### src/rtl/mips_cpu_pkg.sv
// Shared types and constants for the MIPS-compatible core's PC unit.
//   br_op_t    : branch/jump operation selected by decode.
//   pc_state_t : PC sequencer states.
//   br_offset  : sign-extended word offset -> byte offset.
package mips_cpu_pkg;

    typedef enum logic [3:0] {
        BR_NONE = 4'd0,
        BR_EQ   = 4'd1,
        BR_NE   = 4'd2,
        BR_GEZ  = 4'd3,
        BR_GTZ  = 4'd4,
        BR_LEZ  = 4'd5,
        BR_LTZ  = 4'd6,
        BR_J    = 4'd7,
        BR_JR   = 4'd8
    } br_op_t;

    typedef enum logic [1:0] {
        ST_RUN    = 2'd0,
        ST_SLOT   = 2'd1,
        ST_HALTED = 2'd2,
        ST_FAULT  = 2'd3
    } pc_state_t;

    localparam logic [31:0] RESET_VECTOR_DEF = 32'hBFC0_0000;
    localparam logic [31:0] HALT_ADDR_DEF    = 32'h0000_0000;

    function automatic logic [31:0] br_offset(input logic [15:0] imm);
        return {{14{imm[15]}}, imm, 2'b00};
    endfunction

endpackage

### src/rtl/mips_cpu_pc_unit_if.sv
// Decode-side bus of the PC unit.
//   master : decode/register-read stage (drives operands, sees pc/link).
//   slave  : mips_cpu_pc_unit.
// Signals: pc_en, br_op, link_req, rs_val, rt_val, imm16, instr_index (to
// the unit); pc, link_addr, link_we, active, fault (from the unit).
interface mips_cpu_pc_unit_if;
    import mips_cpu_pkg::*;

    logic        pc_en;
    br_op_t      br_op;
    logic        link_req;
    logic [31:0] rs_val;
    logic [31:0] rt_val;
    logic [15:0] imm16;
    logic [25:0] instr_index;
    logic [31:0] pc;
    logic [31:0] link_addr;
    logic        link_we;
    logic        active;
    logic        fault;

    modport master (
        output pc_en, br_op, link_req, rs_val, rt_val, imm16, instr_index,
        input  pc, link_addr, link_we, active, fault
    );

    modport slave (
        input  pc_en, br_op, link_req, rs_val, rt_val, imm16, instr_index,
        output pc, link_addr, link_we, active, fault
    );

endinterface

### src/rtl/mips_cpu_br_cond.sv
// Branch condition resolver: br_op + register operands -> taken.
//   br_op_i : operation, rs_i/rt_i : operands, taken_o : condition holds.
// Zero-compares are signed; J/JR are unconditional.
module mips_cpu_br_cond
    import mips_cpu_pkg::*;
(
    input  br_op_t      br_op_i,
    input  logic [31:0] rs_i,
    input  logic [31:0] rt_i,
    output logic        taken_o
);

    logic rs_neg;
    logic rs_zero;

    assign rs_neg  = rs_i[31];
    assign rs_zero = (rs_i == 32'd0);

    always_comb begin
        taken_o = 1'b0;
        case (br_op_i)
            BR_EQ:   taken_o = (rs_i == rt_i);
            BR_NE:   taken_o = (rs_i != rt_i);
            BR_GEZ:  taken_o = !rs_neg;
            BR_GTZ:  taken_o = !rs_neg && !rs_zero;
            BR_LEZ:  taken_o = rs_neg || rs_zero;
            BR_LTZ:  taken_o = rs_neg;
            BR_J,
            BR_JR:   taken_o = 1'b1;
            default: taken_o = 1'b0;
        endcase
    end

endmodule

### src/rtl/mips_cpu_pc_unit.sv
// Program-counter unit: resolves branches, computes targets, sequences the
// branch delay slot, produces link address/enable, halt and fault status.
//   clk, reset_n : clock and asynchronous active-low reset.
//   bus (slave)  : decode-side operands in; pc, link_addr, link_we,
//                  active and fault out.
module mips_cpu_pc_unit
    import mips_cpu_pkg::*;
#(
    parameter logic [31:0] RESET_VECTOR  = RESET_VECTOR_DEF,
    parameter logic [31:0] HALT_ADDR     = HALT_ADDR_DEF,
    parameter bit          DELAY_SLOT_EN = 1'b1
) (
    input  logic                 clk,
    input  logic                 reset_n,
    mips_cpu_pc_unit_if.slave    bus
);

    pc_state_t   state_q, state_d;
    logic [31:0] pc_q, pc_d;
    logic [31:0] pend_q, pend_d;
    logic [31:0] p4;
    logic [31:0] target;
    logic        taken;

    mips_cpu_br_cond u_br_cond (
        .br_op_i (bus.br_op),
        .rs_i    (bus.rs_val),
        .rt_i    (bus.rt_val),
        .taken_o (taken)
    );

    assign p4 = pc_q + 32'd4;

    always_comb begin
        target = p4 + br_offset(bus.imm16);
        case (bus.br_op)
            BR_J:    target = {p4[31:28], bus.instr_index, 2'b00};
            BR_JR:   target = bus.rs_val;
            default: target = p4 + br_offset(bus.imm16);
        endcase
    end

    always_comb begin
        state_d = state_q;
        pc_d    = pc_q;
        pend_d  = pend_q;
        if (bus.pc_en) begin
            case (state_q)
                ST_RUN: begin
                    if (!taken) begin
                        pc_d = p4;
                    end else if (target[1:0] != 2'b00) begin
                        // pc stays on the offending branch for debug
                        state_d = ST_FAULT;
                    end else if (DELAY_SLOT_EN) begin
                        pc_d    = p4;
                        pend_d  = target;
                        state_d = ST_SLOT;
                    end else begin
                        pc_d = target;
                        if (target == HALT_ADDR) state_d = ST_HALTED;
                    end
                end
                ST_SLOT: begin
                    // whatever decode presents in the slot is ignored
                    pc_d    = pend_q;
                    state_d = (pend_q == HALT_ADDR) ? ST_HALTED : ST_RUN;
                end
                default: ;
            endcase
        end
    end

    always_ff @(posedge clk or negedge reset_n) begin
        if (!reset_n) begin
            state_q <= ST_RUN;
            pc_q    <= RESET_VECTOR;
            pend_q  <= 32'd0;
        end else begin
            state_q <= state_d;
            pc_q    <= pc_d;
            pend_q  <= pend_d;
        end
    end

    assign bus.pc        = pc_q;
    assign bus.link_addr = pc_q + 32'd8;
    assign bus.link_we   = bus.link_req && bus.pc_en && (state_q == ST_RUN);
    assign bus.active    = (state_q == ST_RUN) || (state_q == ST_SLOT);
    assign bus.fault     = (state_q == ST_FAULT);

endmodule

### src/flat_wrapper.sv
// flat-port wrapper written by rule: the top's interface ports become plain ports
module mips_cpu_pc_unit_flat import mips_cpu_pkg::*;
#(
    parameter logic [31:0] RESET_VECTOR  = RESET_VECTOR_DEF,
    parameter logic [31:0] HALT_ADDR     = HALT_ADDR_DEF,
    parameter bit          DELAY_SLOT_EN = 1'b1
)
  (clk, reset_n, bus_pc_en, bus_br_op, bus_link_req, bus_rs_val, bus_rt_val, bus_imm16, bus_instr_index, bus_pc, bus_link_addr, bus_link_we, bus_active, bus_fault);
  mips_cpu_pc_unit_if bus_i ();
  input  logic clk;
  input  logic reset_n;
  input wire logic [$bits(bus_i.pc_en)-1:0] bus_pc_en;
  input wire logic [$bits(bus_i.br_op)-1:0] bus_br_op;
  input wire logic [$bits(bus_i.link_req)-1:0] bus_link_req;
  input wire logic [$bits(bus_i.rs_val)-1:0] bus_rs_val;
  input wire logic [$bits(bus_i.rt_val)-1:0] bus_rt_val;
  input wire logic [$bits(bus_i.imm16)-1:0] bus_imm16;
  input wire logic [$bits(bus_i.instr_index)-1:0] bus_instr_index;
  output wire logic [$bits(bus_i.pc)-1:0] bus_pc;
  output wire logic [$bits(bus_i.link_addr)-1:0] bus_link_addr;
  output wire logic [$bits(bus_i.link_we)-1:0] bus_link_we;
  output wire logic [$bits(bus_i.active)-1:0] bus_active;
  output wire logic [$bits(bus_i.fault)-1:0] bus_fault;
  assign bus_i.pc_en = bus_pc_en;
  assign bus_i.br_op = bus_br_op;
  assign bus_i.link_req = bus_link_req;
  assign bus_i.rs_val = bus_rs_val;
  assign bus_i.rt_val = bus_rt_val;
  assign bus_i.imm16 = bus_imm16;
  assign bus_i.instr_index = bus_instr_index;
  assign bus_pc = bus_i.pc;
  assign bus_link_addr = bus_i.link_addr;
  assign bus_link_we = bus_i.link_we;
  assign bus_active = bus_i.active;
  assign bus_fault = bus_i.fault;
  mips_cpu_pc_unit #(.RESET_VECTOR(RESET_VECTOR), .HALT_ADDR(HALT_ADDR), .DELAY_SLOT_EN(DELAY_SLOT_EN)) u_core (.clk(clk), .reset_n(reset_n), .bus(bus_i));
endmodule
### config.mk
export PLATFORM = sky130hd
export DESIGN_NAME = mips_cpu_pc_unit_flat
export DESIGN_NICKNAME = d
export VERILOG_FILES = /design/src/rtl/mips_cpu_pkg.sv /design/src/rtl/mips_cpu_pc_unit_if.sv /design/src/rtl/mips_cpu_br_cond.sv /design/src/rtl/mips_cpu_pc_unit.sv /design/src/flat_wrapper.sv
export SDC_FILE = /design/constraint.sdc
export NUM_CORES = 1
export LEC_CHECK = 0
export CAP_MARGIN = 20
export CELL_PAD_IN_SITES_DETAIL_PLACEMENT = 0
export CELL_PAD_IN_SITES_GLOBAL_PLACEMENT = 2
export CORE_MARGIN = 2
export CORE_UTILIZATION = 30
export CTS_CLUSTER_SIZE = 25
export DETAILED_ROUTE_END_ITERATION = 7
export GPL_TIMING_DRIVEN = 0
export HOLD_SLACK_MARGIN = 0.08
export PLACE_DENSITY_LB_ADDON = 0.15
export SLEW_MARGIN = 20
export SYNTH_ARGS = -nofsm -noshare
export SYNTH_HDL_FRONTEND = slang
export SYNTH_HIERARCHICAL = 1
export SYNTH_SLANG_ARGS = --single-unit
### constraint.sdc
create_clock -name clk -period 6.6 [get_ports clk]
set_input_delay 1.98 -clock clk [delete_from_list [all_inputs] [get_ports clk]]
set_output_delay 1.98 -clock clk [all_outputs]
set_load 0.01 [all_outputs]
==> metrics.cfg <==
[yosys]
synth_commonest_cells = nand2_1 (87), nor2_1 (78), xnor2_1 (76)
yosysMostFrequentCell = nand2_1
synth-simple-area-share = 0.245
synthDominantCellAreaShare = 0.216
synth_top_family_by_area = simple AND/OR/NAND/NOR gates
synth.distinct_cells = 79
synth_xor_area_frac = 0.141
muxShareOfSynthArea = 0.0203
yosysWarnings = 6
synth_compound_area_frac = 0.228
avgSynthCellArea_um2 = 7.90
syn_area_mm2 = 0.00660
synthFlopType = dfrtp_1
ys_ff_latch = 66
ys_seq_area_frac = 0.252
syn-num-nets = 984
synthAdderAreaFrac = 0.0675
synth_edf_count = 0
postSynthCellCount = 835
synthTopCellsByArea = dfrtp_1 (22%), xnor2_1 (10%), ha_1 (6.4%), nand2_1 (4.9%), a21oi_1 (4.9%)
async_flop_share = 1.00
yosys.area.top_type = dfrtp_1

[sta]
clock_skew_ns = 0.00586
fin_setup_tns_ns = 0
post-route-period-util = 0.838
rsz0062_at_grt = false
relSlewSlack = 0.388
max_freq_mhz = 181
timing.final.ws_setup_ns = 1.07
setup_violations = 0
maxSlewViolCount = 0
worst_pin_slew_ns = 0.916
post-route-min-period_ns = 5.53
hold_viol_final = 0

[clock_tree]
clock_sinks = 66
ctsResizeCount = 0
postCtsHoldBufs = 0
cts_max_level = 3
clockBufferDepth = 2
post_cts_buffers = 0
clockRootBuffer = clkbuf_16
cts_tree = yes
cts_buffers = 9
cts.clk_slew.worst_paths_ns = 0.06
clk_latency_ns = 0.35

[global_route]
use_met3 = 0.0367
grt_usage = 0.231
grt_pass1_vias = 7045
grt_busiest_layer = met2
grt_util_met2 = 0.369
grtUsageMet1 = 0.327
grt_max_degree = 48
antenna_found_initial = 0
grt_pass1_wl_um = 41800
globalRoute.totalOverflow = 0

[placement]
gp_congestion = 0.859
io_buffers = 180
placedInstanceArea_mm2 = 0.00878
dp_hpwl_um = 22300
dp_slack_ns = 0.771

[final_layout]
antenna_cells = 0
final_area_mm2 = 0.00905
fin_nets = 1176
postLayoutCoreUtil = 0.418
fill_cells = 2288
areaGrowthSynthToFinish_pct = 37.2
multi_input_area_mm2 = 0.00464
seq_area_mm2 = 0.00166
layout-drive-gt1-share = 0.0747

[critical_path]
r2r_start = u_core/bus.pc[3]
worstRegToRegCells = 16
worst-path-max-fanout = 10
required_ns = 6.81
cp_slowest_cell = a221oi_1
r2r-end = u_core/pend_q[31]
slowest_delay_ns = 0.56
reg2reg_slack_ns = 2.03
crit_type = primary input to flip-flop
critPathLaunchType = primary input
worstSetupEndpointType = flip-flop
crit_arrival_ns = 5.74
worstPathCellList = clkdlybuf4s50_1 -> nor4_1 -> nand4_1 -> o21bai_2 -> xnor2_1 -> a221oi_2 -> o21ai_1 -> nand2b_1 -> or2_2 -> nor2_4 -> o21ai_2 -> clkbuf_1 -> a221oi_1 -> a21oi_1

[hold_path]
hp-class = flip-flop to flip-flop
holdPathEnd = u_core/pend_q[0]
min_path_cells = 1
hold_start = u_core/pend_q[0]

[floorplan]
die_w_um = 152
coreArea_mm2 = 0.0217
die_area_mm2 = 0.0232
initial_utilization = 0.304
ios = 181
die_h_um = 152
row_count = 54

[pwr]
vdd_ir_drop_max_mv = 0.106
p_sw_w = 0.000411
pwr-share-seq = 0.327
internal_power_w = 0.000890
p_comb_frac = 0.321
power_density_mw_per_mm2 = 144
p_sw_frac = 0.316
p_leak_nw = 3.71
p_clk_frac = 0.352

[route]
vias_per_cell = 5.38
first_iter_violations = 464
routed_wl_um = 27200
routedWlPerCell_um = 20.8
ant_nets = 0
drtPass1Iterations = 5
drc = 0
num_vias = 7049

[run]
drv_cap = 0

[run_status]
status = completed

cells in the final DEF, fill, tap and decap left out, drive strengths merged, types with 4 or more instances in the layout:
cell and instances:
nand4 17, and4 6, o22ai 18, inv 12
ha 34, clkdlybuf4s50 179, o211ai 4, nor2b 8
a22oi 11, buf 26, nand3 34, a21o 12
a31oi 10, and2 5, o21ai 47, dfrtp 57
nor3 16, and3 10, a21oi 65, xnor2 77
a221oi 22, mux2i 10, a211oi 12, nand2b 5
or3 6, dfstp 9, o21bai 6, nor3b 5
nor2 80, nand2 90, xor2 27, clkbuf 45
nor4 22, or2 4
power by group through the flow:
stage / Clock (W) / Sequential (W) / Combinational (W)
3_3_place_gp: 0 / 0.000433 / 0.000414
6_report: 0.000458 / 0.000425 / 0.000417
4_1_cts: 0.000470 / 0.000426 / 0.000418
2_1_floorplan: 0 / 0.000435 / 0.000215
5_1_grt: 0.000488 / 0.000427 / 0.000458
3_5_place_dp: 0 / 0.000433 / 0.000416
worst max-delay path by stage:
stage	startpoint	to	slack, ns	depth (start not counted)
5_1_grt	bus_rs_val[31]	u_core/pend_q[17]	0.92	14
4_1_cts	bus_rs_val[31]	u_core/pend_q[17]	1.13	14
3_5_place_dp	bus_rs_val[31]	u_core/pend_q[17]	0.77	14
3_3_place_gp	bus_rs_val[31]	u_core/pend_q[17]	0.79	14
2_1_floorplan	bus_pc_en	bus_link_we	2.22	2
6_report	bus_rs_val[31]	u_core/pend_q[17]	1.07	14
cells by family (layout without fill, tap and decap cells):
logic type | after synthesis | after routing
AOI/OAI and AO/OA | 231 | 231
DFF | 66 | 66
muxes | 13 | 13
buffers and inverters | 69 | 265
adders and majority gates | 35 | 35
and+or+nand+nor | 317 | 317
xor gates and xnor gates | 104 | 104
area by class of cell:
cell class / instances / area share
Inverter: 12 / 0.00497
Timing Repair Buffer: 181 / 0.202
Multi-Input combinational cell: 700 / 0.512
Clock inverter: 3 / 0.00166
Sequential cell: 66 / 0.184
Tap cell: 280 / 0.0387
Buffer: 57 / 0.0289
Clock buffer: 12 / 0.0283
critical path: cells and delay by family:
| kind | cells | cell delay (ns) |
|---|---|---|
| xor gates and xnor gates | 1 | 0.16 |
| AOI/OAI and AO/OA | 6 | 1.39 |
| and+or+nand+nor | 5 | 1.36 |
| buffers and inverters | 2 | 0.83 |
through the flow:
stage          cells  hold WS, ns  total power, W
2_1_floorplan    835        0.468        0.000650
3_3_place_gp    1295        0.529        0.000847
3_5_place_dp    1296        0.536        0.000848
4_1_cts         1311        0.552         0.00131
5_1_grt         1311        0.569         0.00137
6_report        1311        0.545         0.00130
metal layers:
| metal | share of wire | vias to the layer above | wire length, um |
|---|---|---|---|
| met5 | 0 | - | 0 |
| met4 | 0.016 | 0 | 437 |
| met3 | 0.055 | 27 | 1480 |
| met2 | 0.45 | 243 | 12300 |
| met1 | 0.48 | 3328 | 13000 |
| li1 | - | 3451 | - |
registers in the layout, indices dropped and copies added, names as in the netlist:
| signal | cells |
|---|---|
| u_core/pend_q | 32 |
| u_core/state_q | 2 |
| u_core/bus.pc | 32 |
(Power assumes the default switching activity.)
